### src/rtl/serial_add_sched_if.sv
// ---------------------------------------------------------------------------
// serial_add_sched_if
//
// Purpose: bundles every non-clock signal of the bit-serial addition
// scheduler: two add-request ports, the link to the shared 1-bit full
// adder, and the result port.
//
// Handshake semantics (request and result ports alike): a transfer happens
// on a rising clock edge where VALID and READY are both high. The source
// keeps VALID and its payload steady until that edge; READY may depend
// combinationally on VALID, VALID never depends on READY.
//
// Signals:
//   req0_valid/req1_valid  requester has an add pending
//   req0_a/b, req1_a/b     WIDTH-bit operands
//   req0_ready/req1_ready  grant from the scheduler
//   req0_cin/req1_cin      initial carry (only with SERIAL_ADD_CIN_EN)
//   fa_a, fa_b, fa_cin     drive the shared full adder
//   fa_sum, fa_cout        combinational return of the full adder
//   res_valid/res_ready    result handshake
//   res_sum, res_cout      WIDTH-bit sum and carry out of the MSB
//   res_id                 requester that issued the result
//
// Modports:
//   master  the surroundings (requesters, adder cell, result consumer)
//   slave   the scheduler itself
//
// Optional feature macro: SERIAL_ADD_CIN_EN adds the per-requester carry in.
// ---------------------------------------------------------------------------
interface serial_add_sched_if #(
   parameter int WIDTH = 8
);
   logic             req0_valid;
   logic             req0_ready;
   logic [WIDTH-1:0] req0_a;
   logic [WIDTH-1:0] req0_b;
   logic             req1_valid;
   logic             req1_ready;
   logic [WIDTH-1:0] req1_a;
   logic [WIDTH-1:0] req1_b;
`ifdef SERIAL_ADD_CIN_EN
   logic             req0_cin;
   logic             req1_cin;
`endif
   logic             fa_a;
   logic             fa_b;
   logic             fa_cin;
   logic             fa_sum;
   logic             fa_cout;
   logic             res_valid;
   logic             res_ready;
   logic [WIDTH-1:0] res_sum;
   logic             res_cout;
   logic             res_id;

   modport master (
`ifdef SERIAL_ADD_CIN_EN
      output req0_cin, req1_cin,
`endif
      output req0_valid, req0_a, req0_b,
      output req1_valid, req1_a, req1_b,
      input  req0_ready, req1_ready,
      input  fa_a, fa_b, fa_cin,
      output fa_sum, fa_cout,
      input  res_valid, res_sum, res_cout, res_id,
      output res_ready
   );

   modport slave (
`ifdef SERIAL_ADD_CIN_EN
      input  req0_cin, req1_cin,
`endif
      input  req0_valid, req0_a, req0_b,
      input  req1_valid, req1_a, req1_b,
      output req0_ready, req1_ready,
      output fa_a, fa_b, fa_cin,
      input  fa_sum, fa_cout,
      output res_valid, res_sum, res_cout, res_id,
      input  res_ready
   );
endinterface

### src/rtl/serial_add_sched.sv
// ---------------------------------------------------------------------------
// serial_add_sched
//
// Purpose: bit-serial addition scheduler. Two requesters share one external
// combinational 1-bit full adder. A round-robin arbiter picks a WIDTH-bit
// add request, the operands are fed LSB-first through the adder one bit per
// clock with COUT looped back into CIN, and the sum, final carry and
// requester ID are returned over a valid/ready result port.
//
// Ports:
//   clk        rising-edge clock
//   rst_n      asynchronous active-low reset; aborts any job in flight
//   bus        serial_add_sched_if.slave (requests, adder link, result)
//   dbg_state  current FSM state (0 IDLE, 1 RUN, 2 DONE)
//
// Optional feature macro: SERIAL_ADD_CIN_EN. When defined, the initial
// carry of a job is taken from the granted requester's cin input; when
// undefined, every job starts with a carry of 0.
//
// Timing: handshake at edge t0, adder bits captured at edges t0+1..t0+WIDTH,
// res_valid high from edge t0+WIDTH until the result is accepted, then one
// IDLE cycle before the next grant.
// ---------------------------------------------------------------------------
module serial_add_sched #(
   parameter int WIDTH = 8
) (
   input  logic              clk,
   input  logic              rst_n,
   serial_add_sched_if.slave bus,
   output logic [1:0]        dbg_state
);

   localparam int            CW       = $clog2(WIDTH);
   localparam logic [CW-1:0] LAST_BIT = CW'(WIDTH - 1);

   typedef enum logic [1:0] {
      IDLE = 2'd0,
      RUN  = 2'd1,
      DONE = 2'd2
   } state_t;

   state_t           state;
   logic             prio_req1;   // 1: requester 1 wins the next tie
   logic [WIDTH-1:0] a_sh;
   logic [WIDTH-1:0] b_sh;
   logic [WIDTH-1:0] sum_q;       // sum bits enter at the MSB and walk down
   logic             carry;
   logic [CW-1:0]    bit_cnt;
   logic             res_valid_q;
   logic             res_cout_q;
   logic             res_id_q;

   logic             grant0;
   logic             grant1;
   logic             take;
   logic [WIDTH-1:0] sel_a;
   logic [WIDTH-1:0] sel_b;
   logic             cin_init;

   // Arbiter. Grants are only issued in IDLE and are held low while reset
   // is asserted so that every output reads 0 during reset.
   always_comb begin
      grant0 = 1'b0;
      grant1 = 1'b0;
      if (rst_n && (state == IDLE)) begin
         if (bus.req0_valid && bus.req1_valid) begin
            grant0 = ~prio_req1;
            grant1 = prio_req1;
         end else begin
            grant0 = bus.req0_valid;
            grant1 = bus.req1_valid;
         end
      end
   end

   // A grant implies the matching valid, so either grant is a handshake.
   assign take  = grant0 | grant1;
   assign sel_a = grant1 ? bus.req1_a : bus.req0_a;
   assign sel_b = grant1 ? bus.req1_b : bus.req0_b;

`ifdef SERIAL_ADD_CIN_EN
   assign cin_init = grant1 ? bus.req1_cin : bus.req0_cin;
`else
   assign cin_init = 1'b0;
`endif

   assign bus.req0_ready = grant0;
   assign bus.req1_ready = grant1;

   // The adder inputs come straight from registers and are forced to 0
   // outside RUN, so the adder sees a quiet input whenever no job runs.
   assign bus.fa_a   = (state == RUN) & a_sh[0];
   assign bus.fa_b   = (state == RUN) & b_sh[0];
   assign bus.fa_cin = (state == RUN) & carry;

   assign bus.res_valid = res_valid_q;
   assign bus.res_sum   = sum_q;
   assign bus.res_cout  = res_cout_q;
   assign bus.res_id    = res_id_q;

   assign dbg_state = state;

   always_ff @(posedge clk or negedge rst_n) begin
      if (!rst_n) begin
         state       <= IDLE;
         prio_req1   <= 1'b0;
         a_sh        <= '0;
         b_sh        <= '0;
         sum_q       <= '0;
         carry       <= 1'b0;
         bit_cnt     <= '0;
         res_valid_q <= 1'b0;
         res_cout_q  <= 1'b0;
         res_id_q    <= 1'b0;
      end else begin
         case (state)
            IDLE: begin
               if (take) begin
                  a_sh      <= sel_a;
                  b_sh      <= sel_b;
                  carry     <= cin_init;
                  bit_cnt   <= '0;
                  res_id_q  <= grant1;
                  // The requester just served loses the next tie.
                  prio_req1 <= grant0;
                  state     <= RUN;
               end
            end

            RUN: begin
               sum_q   <= {bus.fa_sum, sum_q[WIDTH-1:1]};
               carry   <= bus.fa_cout;
               a_sh    <= a_sh >> 1;
               b_sh    <= b_sh >> 1;
               bit_cnt <= bit_cnt + 1'b1;
               if (bit_cnt == LAST_BIT) begin
                  res_cout_q  <= bus.fa_cout;
                  res_valid_q <= 1'b1;
                  state       <= DONE;
               end
            end

            DONE: begin
               if (bus.res_ready) begin
                  res_valid_q <= 1'b0;
                  state       <= IDLE;
               end
            end

            default: begin
               state <= IDLE;
            end
         endcase
      end
   end

endmodule

### src/flat_wrapper.sv
// flat-port wrapper written by rule: the top's interface ports become plain ports
module serial_add_sched_flat 
#(
   parameter int WIDTH = 8
)
  (clk, rst_n, dbg_state, bus_req0_valid, bus_req0_a, bus_req0_b, bus_req1_valid, bus_req1_a, bus_req1_b, bus_req0_ready, bus_req1_ready, bus_fa_a, bus_fa_b, bus_fa_cin, bus_fa_sum, bus_fa_cout, bus_res_valid, bus_res_sum, bus_res_cout, bus_res_id, bus_res_ready);
  serial_add_sched_if #(.WIDTH(WIDTH)) bus_i ();
  input  logic clk;
  input  logic rst_n;
  output logic [1:0] dbg_state;
  input wire logic [$bits(bus_i.req0_valid)-1:0] bus_req0_valid;
  input wire logic [$bits(bus_i.req0_a)-1:0] bus_req0_a;
  input wire logic [$bits(bus_i.req0_b)-1:0] bus_req0_b;
  input wire logic [$bits(bus_i.req1_valid)-1:0] bus_req1_valid;
  input wire logic [$bits(bus_i.req1_a)-1:0] bus_req1_a;
  input wire logic [$bits(bus_i.req1_b)-1:0] bus_req1_b;
  output wire logic [$bits(bus_i.req0_ready)-1:0] bus_req0_ready;
  output wire logic [$bits(bus_i.req1_ready)-1:0] bus_req1_ready;
  output wire logic [$bits(bus_i.fa_a)-1:0] bus_fa_a;
  output wire logic [$bits(bus_i.fa_b)-1:0] bus_fa_b;
  output wire logic [$bits(bus_i.fa_cin)-1:0] bus_fa_cin;
  input wire logic [$bits(bus_i.fa_sum)-1:0] bus_fa_sum;
  input wire logic [$bits(bus_i.fa_cout)-1:0] bus_fa_cout;
  output wire logic [$bits(bus_i.res_valid)-1:0] bus_res_valid;
  output wire logic [$bits(bus_i.res_sum)-1:0] bus_res_sum;
  output wire logic [$bits(bus_i.res_cout)-1:0] bus_res_cout;
  output wire logic [$bits(bus_i.res_id)-1:0] bus_res_id;
  input wire logic [$bits(bus_i.res_ready)-1:0] bus_res_ready;
  assign bus_i.req0_valid = bus_req0_valid;
  assign bus_i.req0_a = bus_req0_a;
  assign bus_i.req0_b = bus_req0_b;
  assign bus_i.req1_valid = bus_req1_valid;
  assign bus_i.req1_a = bus_req1_a;
  assign bus_i.req1_b = bus_req1_b;
  assign bus_req0_ready = bus_i.req0_ready;
  assign bus_req1_ready = bus_i.req1_ready;
  assign bus_fa_a = bus_i.fa_a;
  assign bus_fa_b = bus_i.fa_b;
  assign bus_fa_cin = bus_i.fa_cin;
  assign bus_i.fa_sum = bus_fa_sum;
  assign bus_i.fa_cout = bus_fa_cout;
  assign bus_res_valid = bus_i.res_valid;
  assign bus_res_sum = bus_i.res_sum;
  assign bus_res_cout = bus_i.res_cout;
  assign bus_res_id = bus_i.res_id;
  assign bus_i.res_ready = bus_res_ready;
  serial_add_sched #(.WIDTH(WIDTH)) u_core (.clk(clk), .rst_n(rst_n), .bus(bus_i), .dbg_state(dbg_state));
endmodule
### config.mk
export PLATFORM = sky130hd
export DESIGN_NAME = serial_add_sched_flat
export DESIGN_NICKNAME = d
export VERILOG_FILES = /design/src/rtl/serial_add_sched_if.sv /design/src/rtl/serial_add_sched.sv /design/src/flat_wrapper.sv
export SDC_FILE = /design/constraint.sdc
export NUM_CORES = 1
export LEC_CHECK = 0
export ABC_AREA = 1
export ABC_CLOCK_PERIOD_IN_PS = 1800
export CAP_MARGIN = 5
export CORE_MARGIN = 10
export CORE_UTILIZATION = 47
export DETAILED_ROUTE_END_ITERATION = 8
export GPL_ROUTABILITY_DRIVEN = 0
export PLACE_DENSITY = 0.88
export SLEW_MARGIN = 20
export SYNTH_ARGS = -nofsm -noshare
export SYNTH_HDL_FRONTEND = slang
export SYNTH_SLANG_ARGS = --single-unit
### constraint.sdc
create_clock -name clk -period 1.8 [get_ports clk]
set_input_delay 0.36 -clock clk [delete_from_list [all_inputs] [get_ports clk]]
set_output_delay 0.36 -clock clk [all_outputs]
set_load 0.02 [all_outputs]
# After elaboration in Yosys (flattened, before gate mapping)
# Cells that the tools add are included.
op_classes:
  addsub: 1
  eq_ne: 6
  mux: 21
  bitwise_logic: 5
  reduce_logical: 10
op_table:
  columns: ["cell", "n"]
  rows:
  - ["$mux 8", 4]
  - ["$pmux 8 s2", 2]
  - ["$mux 1", 7]
  - ["$mux 2", 3]
  - ["$pmux 2 s3", 1]
  - ["$pmux 3 s2", 1]
  - ["$reduce_and 2->1", 3]
  - ["$reduce_and 3->1", 2]
  - ["$ne 2x2->1 const B", 2]
  - ["$pmux 1 s2", 2]
  - ["$reduce_bool 2->1", 2]
  - ["$add 3x1->3 const B", 1]
  - ["$and 1x1->1", 3]
  - ["$eq 3x3->1 const B", 1]
  - ["$mux 3", 1]
  - ["$eq 2x1->1 const B", 1]
  - ["$eq 2x2->1 const B", 1]
  - ["$logic_and 1x1->1", 2]
  - ["$logic_not 2->1", 1]
  - ["$ne 2x1->1 const B", 1]
  - ["$not 1->1", 1]
  - ["$or 1x1->1", 1]
totals:
  register_bits: 34
  input_bits: 39
  out_inout_bits: 18

# Depth between registers and ports, before layout
# Gate-level depths: netlist (run 1).
logic_depth:
  ltp_word: 6
  mapped_depth: 8

# Worst setup path after synthesis (run 1)
# No wires, ideal clock.
synth_timing:
  path_kind: "register to output"
  start: "register u_core.state[0], in the netlist u_core.dbg_state[0]"
  end: "output bus_fa_a"
  arrival_time_ns: 1.231
  required_ns: 1.440
  path_slack_ns: 0.209
  path_stages_with_launch: 6
  n_path_buf: 1
  cell_sequence: "dfrtp_1 -> inv_2 -> nor2_2 -> inv_2 -> clkbuf_1 -> nor2_1"
synth_via:
  elab_chain_cells: 2
synth_rtl:
  columns: ["item", "line", "rtl"]
  rows:
  - ["from (decl)", "serial_add_sched.sv:42", "state_t state;"]
  - ["from (signal assigned)", "serial_add_sched.sv:105", "state <= IDLE;"]
  - ["from (signal assigned)", "serial_add_sched.sv:126", "state <= RUN;"]
  - ["from (signal assigned)", "serial_add_sched.sv:139", "state <= DONE;"]
  - ["$eq 2x1->1", "serial_add_sched.sv:92", "assign bus.fa_a = (state == RUN) & a_sh[0];"]
  - ["$and 1x1->1", "serial_add_sched.sv:92", null]
  - ["to (decl)", "flat_wrapper.sv:19", "output wire logic [$bits(bus_i.fa_a)-1:0] bus_fa_a;"]
# Every way passes these cells.

# Worst setup path after layout (run 1)
layout_timing:
  start: "register u_core.state[0], in the netlist u_core.dbg_state[0]"
  end: "output dbg_state[0]"
layout_lines:
  columns: ["item", "line", "rtl"]
  rows:
  - ["to (decl)", "flat_wrapper.sv:10", "output logic [1:0] dbg_state;"]
# No word-level cell between the ends.

==> run_results.csv, run 1 <==
group,metric,value,unit
grt,grt_usage,0.129,
cells_and_area,drive_gt1_frac,0.210,
clocking,cts.clk_slew.worst_paths,0.07,ns
timing,worstMarginPinSlew,0.416,ns
cells_and_area,layout.cells.non_filler,365,
synth,synth_area_leaders,"dfrtp_1 (45%), nand2_1 (13%), nand3_1 (10%), nand3_2 (9.4%), inv_1 (7.5%)",
critical_path,cp_data_arrival_time,1.36,ns
critical_path,reg2reg_to,"u_core.bus.res_cout",
synth,yosysUniqueCellTypes,23,
worst_hold_path,hold_class,"in -> async",
timing,setup_viol,0,
route,dr.pass1.iters,4,
timing,maxSlewHeadroom,0.722,
power,max-vdd-ir-drop,0.642,mV
cells_and_area,antenna_cells,0,
route,postRouteAntennaNets,0,
route,route.detailed.drc,0,
grt,grt_pass1_wl,7.68,mm
timing,report.final.slew_viol_count,0,
grt,antenna_found_initial,0,
die,row_count,23,
critical_path,start_kind,"flop",
timing,fmax,581,MHz
clocking,cts.htree.levels,2,
timing,hold_violations,0,
die,die_w,83.7,µm
power,p_sw_frac,0.404,
power,share_seq_of_total_power,0.338,
synth,synthesis.nets,281,
power,p_sw,1.54,mW
die,initial_core_util,0.481,
cells_and_area,nets,355,
clocking,numCtsBuffers,5,
critical_path,crit_path_max_incr_delay,0.59,ns
timing,fin_crit_sh,0.956,
critical_path,crit_chain,"buf_4 -> clkdlybuf4s50_1",
critical_path,worstSetupEndpointType,"primary output",
critical_path,critPathKind,"reg -> out",
critical_path,path_buf_inv,2,
synth,netlist_area,1910,µm²
power,power_frac_clock,0.153,
run_status,outcome,"finished, final reports clean",
grt,grt_start_max_net_pins,36,
clocking,cts_sinks,34,
place,hpwl,3.45,mm
critical_path,cp_data_required_time,1.44,ns
critical_path,r2r_slack,0.25,ns
synth,synth_top_area_share,0.446,
power,power_density,1410,nW/µm²
critical_path,crit_family,"buffers and inverters",
timing,finalClockSkew,0.00720,ns
place,portBuffers,56,
synth,yosysTopAreaCell,"dfrtp_1",
synth,netlist_instances,240,
clocking,cts_max_path_buffers,2,
critical_path,slowest_stage,"clkdlybuf4s50_1",
route,vias,1725,
synth,postSynthAreaPerCell,7.96,µm²
place,place_inst,354,
place,dpl_cell_area,2610,µm²
synth,synth-seq-cells,34,
die,core,3970,µm²
power,p_leak,1.43,nW
route,viasPerCell,4.73,
clocking,cts-root-buf,"clkbuf_8",
power,p_int,2.27,mW
cells_and_area,synthToLayoutAreaGrowth,41.3,%
power,power_frac_comb,0.509,
die,ios,57,
cells_and_area,n_fill_cell,347,
route,wl_per_cell,12.1,µm
critical_path,r2r_cells,5,
synth,yosysSeqAreaShare,0.446,
synth,yosys_warnings,0,
critical_path,cp_max_fo,2,
die,die_area,7010,µm²
clocking,cts_hold_buf,0,
route,drt_iter0_markers,96,
critical_path,timing.rr.start,"u_core.dbg_state[1]",
cells_and_area,design_area,2700,µm²
clocking,cts_tree,"done",
timing,min_period,1.72,ns
job,cap_violations,0,
grt,grt_pass1_vias,1713,
clocking,clk_latency,0.29,ns
timing,grt_setup_unrepaired,"false",
die,die_height,83.7,µm
grt,grt_overflow,0,
route,wirelength,4.41,mm
[timing repair]
item                                   4_1_cts  5_1_grt
endpoints found under the hold margin        0        0
pin swaps                                    0        1
resized for setup                           14        5
setup endpoints to repair                    6        5
setup buffers                                0        3
[how the worst max path moves through the flow]
| stage | end | slack (ns) | startpoint | depth (start not counted) |
|---|---|---|---|---|
| 2_1_floorplan | bus_fa_a | 0.21 | u_core.dbg_state[0] | 5 |
| 3_3_place_gp | bus_req1_ready | -0.33 | bus_req1_valid | 6 |
| 3_5_place_dp | bus_req1_ready | -0.32 | bus_req1_valid | 6 |
| 4_1_cts | bus_req0_ready | -0.01 | u_core.dbg_state[1] | 6 |
| 5_1_grt | bus_req0_ready | 0.003 | u_core.dbg_state[1] | 6 |
| 6_report | dbg_state[0] | 0.08 | u_core.dbg_state[0] | 2 |
[cell families (layout without fill, tap and decap cells)]
| family | after synthesis | count (layout) | share of synthesized area |
|---|---|---|---|
| mux | 1 | 1 | 0.00590 |
| compound gates | 13 | 13 | 0.0505 |
| fa+ha+maj | 2 | 2 | 0.0131 |
| flops | 34 | 34 | 0.446 |
| buf+inv | 54 | 129 | 0.125 |
| simple gates | 136 | 136 | 0.360 |
[metrics by stage]
stage	total power [mW]	TNS, ns	hold slack [ns]	worst slack (ns)	util
final	3.81	0	0.104	0.0791	0.679
after global routing	4.14	0	0.132	0.00326	0.679
after CTS	3.85	-0.0133	0.115	-0.0133	0.681
after detailed placement	3.27	-0.600	0.428	-0.322	0.656
after global placement	3.21	-0.595	0.425	-0.327	0.656
after floorplan	2.51	0	0.0644	0.209	-
[area by class of cell]
type	count	area, µm²	share of cell area
clock buffer	6	82.6	0.0306
clock inverter	2	12.5	0.00464
multi-input combinational	152	821	0.304
tap	50	62.6	0.0232
inverter	43	161	0.0598
sequential	34	851	0.315
timing repair buffer	78	707	0.262
[flip-flops by register name, indices dropped and copies added, names as in the netlist]
register and cells:
u_core.bus.res_sum 8, u_core.bus.res_cout 1, u_core.b_sh 8, u_core.bus.res_valid 1, u_core.bit_cnt 3, u_core.dbg_state 2, u_core.bus.res_id 1, u_core.a_sh 8
u_core.prio_req1 1, u_core.carry 1
[power groups by stage]
stage	Combinational, mW	Clock [mW]	Sequential (mW)
4_1_cts	1.96	0.600	1.29
2_1_floorplan	1.09	0	1.42
3_5_place_dp	1.97	0	1.30
6_report	1.94	0.583	1.29
5_1_grt	2.18	0.631	1.33
3_3_place_gp	1.92	0	1.29
[worst register-to-register path, stage by stage, from the launching register on]
cell,delay (ns)
dfrtp_1,0.38
buf_4,0.14
nor2_2,0.13
buf_4,0.30
nand2_1,0.15
mux2_1,0.33
[placed cells by master, fill, tap and decap left out]
cell	n
nand3_1	40
nand2_1	67
nor2_1	7
o21ai_1	3
a21oi_1	1
nand2_2	2
dfrtp_1	34
ha_1	2
a21oi_4	2
o21ai_2	1
nor2_2	1
nor2_4	1
buf_2	4
clkdlybuf4s50_1	49
nand3_2	18
clkbuf_2	2
o21ai_0	4
o211ai_1	1
inv_1	38
o31ai_1	1
buf_12	1
buf_4	21
mux2_1	1
clkinvlp_4	1
dlygate4sd2_1	1
clkinv_2	1
inv_2	5
clkbuf_8	6
[per-layer routing]
| metal | routed length, µm | share of wire | vias up | global-route usage |
|---|---|---|---|---|
| met1 | 1910 | 0.43 | 764 | 0.144 |
| met2 | 2080 | 0.47 | 58 | 0.214 |
| met3 | 360 | 0.082 | 6 | 0.0557 |
| met4 | 68 | 0.015 | 0 | 0.0457 |
| met5 | 0 | 0 | - | 0 |
| li1 | - | - | 897 | - |
[synthesized netlist by cell type]
cell type  number
nand2_1        67
nand3_1        40
inv_1          38
dfrtp_1        34
nand3_2        18
nor2_1          7
inv_2           5
buf_2           4
o21ai_0         4
buf_6           3
o21ai_1         3
a21oi_4         2
buf_4           2
clkbuf_1        2
ha_1            2
nand2_2         2
a21oi_1         1
mux2_1          1
nor2_2          1
nor2_4          1
o211ai_1        1
o21ai_2         1
o31ai_1         1
No activity file was read; power rests on OpenSTA's default activity.
==> run 2: changes to the inputs <==
- CORE_MARGIN: 10 -> not set
==> run_results.csv, run 2 (same netlist as run 1, synthesis figures left out) <==
group,metric,value,unit
route,dr.pass1.iters,5,
place,portBuffers,56,
route,drt_iter0_markers,72,
clocking,numCtsBuffers,5,
die,die_area,4320,µm²
grt,antenna_found_initial,0,
timing,fin_crit_sh,0.945,
cells_and_area,n_fill_cell,308,
die,ios,57,
clocking,cts.htree.levels,2,
route,wl_met1,1.78,mm
power,power_density,1420,nW/µm²
grt,grt_pass1_wl,7.24,mm
cells_and_area,finish.utilization,0.716,
cells_and_area,layout.cells.non_filler,362,
critical_path,cp_data_required_time,1.44,ns
route,wirelength,4.28,mm
cells_and_area,multi_input_comb_area,821,µm²
critical_path,cp_data_arrival_time,1.34,ns
timing,grt_setup_unrepaired,"false",
die,die_height,65.7,µm
timing,fmax,588,MHz
worst_hold_path,hold_class,"in -> async",
route,route.detailed.drc,0,
critical_path,worstSetupEndpointType,"primary output",
clocking,clk_latency,0.28,ns
die,initial_core_util,0.506,
route,dr_wl_met2,2.14,mm
cells_and_area,layout_common_cells,"nand2_1 (67), clkdlybuf4s50_1 (50), nand3_1 (40)",
route,wl_per_cell,11.8,µm
timing,finalClockSkew,0.00323,ns
timing,hold_violations,0,
critical_path,crit_family,"buffers and inverters",
power,power.total,3.84,mW
grt,grt_pass1_vias,1730,
cells_and_area,synthToLayoutAreaGrowth,41.4,%
grt,grt_usage,0.220,
route,wl_met3,276,µm
cells_and_area,area.sequential,851,µm²
timing,setup_viol,0,
timing,worstMarginPinSlew,0.280,ns
timing,maxSlewHeadroom,0.814,
timing,finalWorstSetupSlack,0.0994,ns
critical_path,cp_max_fo,2,
place,place_inst,352,
route,viasPerCell,4.93,
clocking,cts_max_path_buffers,2,
run_status,outcome,"finished, final reports clean",
cells_and_area,antenna_cells,0,
place,dp_slack,-0.516,ns
critical_path,path_buf_inv,2,
critical_path,critPathKind,"reg -> out",
timing,final.setup.tns,0,ns
critical_path,slowest_stage,"clkdlybuf4s50_1",
critical_path,r2r_cells,5,
cells_and_area,final_common_cell,"nand2_1",
die,core,3770,µm²
critical_path,r2r_slack,0.22,ns
critical_path,timing.rr.start,"u_core.dbg_state[1]",
place,hpwl,3.05,mm
cells_and_area,nets,354,
cells_and_area,drive_gt1_frac,0.204,
clocking,cts.clk_slew.worst_paths,0.07,ns
timing,report.final.slew_viol_count,0,
critical_path,crit_chain,"buf_4 -> clkdlybuf4s50_1",
route,highest_layer,"met4",
grt,grt_overflow,0,
die,die_w,65.7,µm
clocking,cts-root-buf,"clkbuf_8",
clocking,cts_sinks,34,
critical_path,start_kind,"flop",
route,vias,1785,
power,p_leak,1.42,nW
critical_path,reg2reg_to,"u_core.bus.res_cout",
job,cap_violations,0,
timing,min_period,1.70,ns
power,max-vdd-ir-drop,0.596,mV
clocking,cts_tree,"done",
grt,grt_start_max_net_pins,36,
critical_path,crit_path_max_incr_delay,0.59,ns
die,row_count,22,
route,postRouteAntennaNets,0,
==> run 2: changes by cell type in the layout (fill, tap and decap cells not counted), sizes merged <==
cell | before | now
clkbuf | 8 | 6
clkdlybuf4s50 | 49 | 50
==> run 2: cell type report <==
type | instances | area share
inverter | 43 | 0.0598
clock inverter | 2 | 0.00463
multi-input combinational | 152 | 0.304
clock buffer | 6 | 0.0306
sequential | 34 | 0.315
timing repair buffer | 77 | 0.264
tap | 48 | 0.0222
==> run 2: power by group <==
group / switching, mW / internal (mW) / total, mW
Sequential: 0.192 / 1.11 / 1.30
Combinational: 1.11 / 0.856 / 1.96
Clock: 0.270 / 0.307 / 0.577
==> run 2: repair_timing <==
| action | in CTS | in global routing |
|---|---|---|
| endpoints found under the setup margin | 24 | 3 |
| hold buffers | 0 | 0 |
| resized for setup | 20 | 3 |
| gates cloned | 0 | 0 |
| pin swaps | 1 | 0 |
| setup buffers | 2 | 0 |
==> run 2: how the worst max path moves through the flow <==
stage / start / endpoint / cells past startpoint / slack (ns)
2_1_floorplan: u_core.dbg_state[0] / bus_fa_a / 5 / 0.21
3_3_place_gp: rst_n / bus_req0_ready / 6 / -0.49
3_5_place_dp: rst_n / bus_req0_ready / 6 / -0.52
4_1_cts: u_core.dbg_state[1] / bus_fa_a / 5 / 0.02
5_1_grt: bus_req1_valid / bus_req1_ready / 6 / 0.04
6_report: u_core.dbg_state[0] / dbg_state[0] / 2 / 0.1
==> run 2: per-layer routing <==
layer,global-route usage,up-vias
li1,-,891
met1,0.263,810
met3,0.0469,9
met5,0,-
met2,0.384,75
met4,0.0761,0
==> run 2: stage by stage <==
stage | hold WS (ns) | cell area, µm²
after floorplan | 0.0644 | 1910
after global placement | 0.456 | 2610
after detailed placement | 0.466 | 2610
after CTS | 0.227 | 2720
after global routing | 0.253 | 2700
final | 0.225 | 2700
==> run 3: changes to the inputs <==
- CORE_MARGIN: not set -> 2
- CORE_UTILIZATION: 47 -> 30
- PLACE_DENSITY: 0.88 -> 0.63
==> run_results.csv, run 3 (same netlist as run 1, synthesis figures left out) <==
group,metric,value,unit
clocking,cts_sinks,34,
grt,grt_pass1_vias,1663,
cells_and_area,layout_common_cells,"nand2_1 (67), clkdlybuf4s50_1 (50), nand3_1 (40)",
critical_path,start_kind,"flop",
place,place_inst,380,
critical_path,r2r_cells,5,
clocking,cts_max_path_buffers,2,
timing,fmax,581,MHz
die,row_count,29,
route,dr.pass1.iters,4,
cells_and_area,area.sequential,851,µm²
cells_and_area,final_common_cell,"nand2_1",
cells_and_area,n_fill_cell,663,
route,viasPerCell,4.37,
die,die_height,83.8,µm
grt,grt_start_max_net_pins,36,
critical_path,reg2reg_to,"u_core.bus.res_cout",
clocking,cts_tree,"done",
die,ios,57,
critical_path,r2r_slack,0.21,ns
critical_path,timing.rr.start,"u_core.dbg_state[1]",
route,drt_iter0_markers,119,
timing,finalClockSkew,0.00169,ns
cells_and_area,antenna_cells,0,
die,die_area,7020,µm²
route,postRouteAntennaNets,0,
run_status,outcome,"finished, final reports clean",
grt,antenna_found_initial,0,
grt,grt_pass1_wl,7.47,mm
timing,report.final.slew_viol_count,0,
cells_and_area,nets,353,
die,die_w,83.8,µm
power,p_leak,1.41,nW
cells_and_area,synthToLayoutAreaGrowth,41.4,%
timing,grt_setup_unrepaired,"false",
route,wl_per_cell,10.9,µm
cells_and_area,design_area,2700,µm²
worst_hold_path,hold_class,"in -> async",
clocking,numCtsBuffers,5,
cells_and_area,finish.utilization,0.432,
power,power_density,1380,nW/µm²
route,vias,1700,
clocking,cts-root-buf,"clkbuf_8",
place,dpl_cell_area,2630,µm²
timing,hold_violations,0,
timing,min_period,1.72,ns
cells_and_area,multi_input_comb_area,821,µm²
clocking,cts.clk_slew.worst_paths,0.06,ns
job,cap_violations,0,
timing,maxSlewHeadroom,0.697,
place,hpwl,3.18,mm
route,wirelength,4.23,mm
critical_path,worstSetupEndpointType,"primary output",
die,initial_core_util,0.306,
power,max-vdd-ir-drop,0.834,mV
critical_path,cp_max_fo,3,
critical_path,critPathKind,"reg -> out",
timing,fin_crit_sh,0.957,
critical_path,cp_data_required_time,1.44,ns
timing,worstMarginPinSlew,0.455,ns
cells_and_area,layout.cells.non_filler,389,
cells_and_area,drive_gt1_frac,0.196,
die,core,6240,µm²
critical_path,cp_data_arrival_time,1.36,ns
timing,setup_viol,0,
grt,grt_usage,0.132,
grt,grt_overflow,0,
clocking,cts.htree.levels,2,
clocking,clk_latency,0.28,ns
route,route.detailed.drc,0,
place,portBuffers,56,
-- run 3: cell count changes in the layout (fill, tap and decap cells not counted), sizes merged --
| cell | previous run | this run |
|---|---|---|
| clkbuf | 6 | 7 |
| clkinv | 1 | 0 |
| clkinvlp | 1 | 0 |
| dlygate4sd2 | 1 | 0 |
-- run 3: cell type report --
| type | instances | area share |
|---|---|---|
| Sequential cell | 34 | 0.315 |
| Inverter | 43 | 0.0598 |
| Clock buffer | 7 | 0.0283 |
| Tap cell | 77 | 0.0357 |
| Timing Repair Buffer | 76 | 0.257 |
| Multi-Input combinational cell | 152 | 0.304 |
-- run 3: timing repair --
| action | CTS | global route |
|---|---|---|
| setup endpoints to repair | 5 | 5 |
| setup buffers | 2 | 0 |
| hold buffers | 0 | 0 |
| resized for setup | 15 | 5 |
| pin swaps | 1 | 1 |
-- run 3: where the power goes --
part	switching [mW]	leakage, nW	internal, mW
combinational	1.08	0.941	0.848
clock	0.256	0.0383	0.266
sequential	0.180	0.425	1.11
-- run 3: through the flow --
stage                     TNS [ns]  hold slack (ns)  total power, mW  worst slack, ns
after global placement      -0.591            0.438             3.23           -0.328
after detailed placement    -0.607            0.444             3.27           -0.331
after CTS                        0            0.138             3.83          0.00611
final                            0            0.123             3.73           0.0780
after global routing             0            0.162             4.07           0.0229
after floorplan                  0           0.0644             2.51            0.209
-- run 3: worst max-delay path, stage by stage (launching register included) --
cell and delay [ns]:
dfrtp_1 0.36, buf_4 0.13, clkdlybuf4s50_1 0.59
-- run 3: worst max-delay path by stage --
stage / start / to
after floorplan: u_core.dbg_state[0] / bus_fa_a
after global routing: u_core.dbg_state[1] / dbg_state[1]
after CTS: u_core.dbg_state[1] / bus_req0_ready
final: u_core.dbg_state[1] / dbg_state[1]
after global placement: bus_req1_valid / bus_req1_ready
after detailed placement: bus_req1_valid / bus_req1_ready
-- run 3: per-layer routing --
| metal | up-vias | track usage | routed length (µm) |
|---|---|---|---|
| met5 | - | 0 | 0 |
| met4 | 0 | 0.0396 | 35 |
| met3 | 2 | 0.0376 | 214 |
| met2 | 45 | 0.216 | 2050 |
| met1 | 761 | 0.169 | 1930 |
| li1 | 892 | - | - |
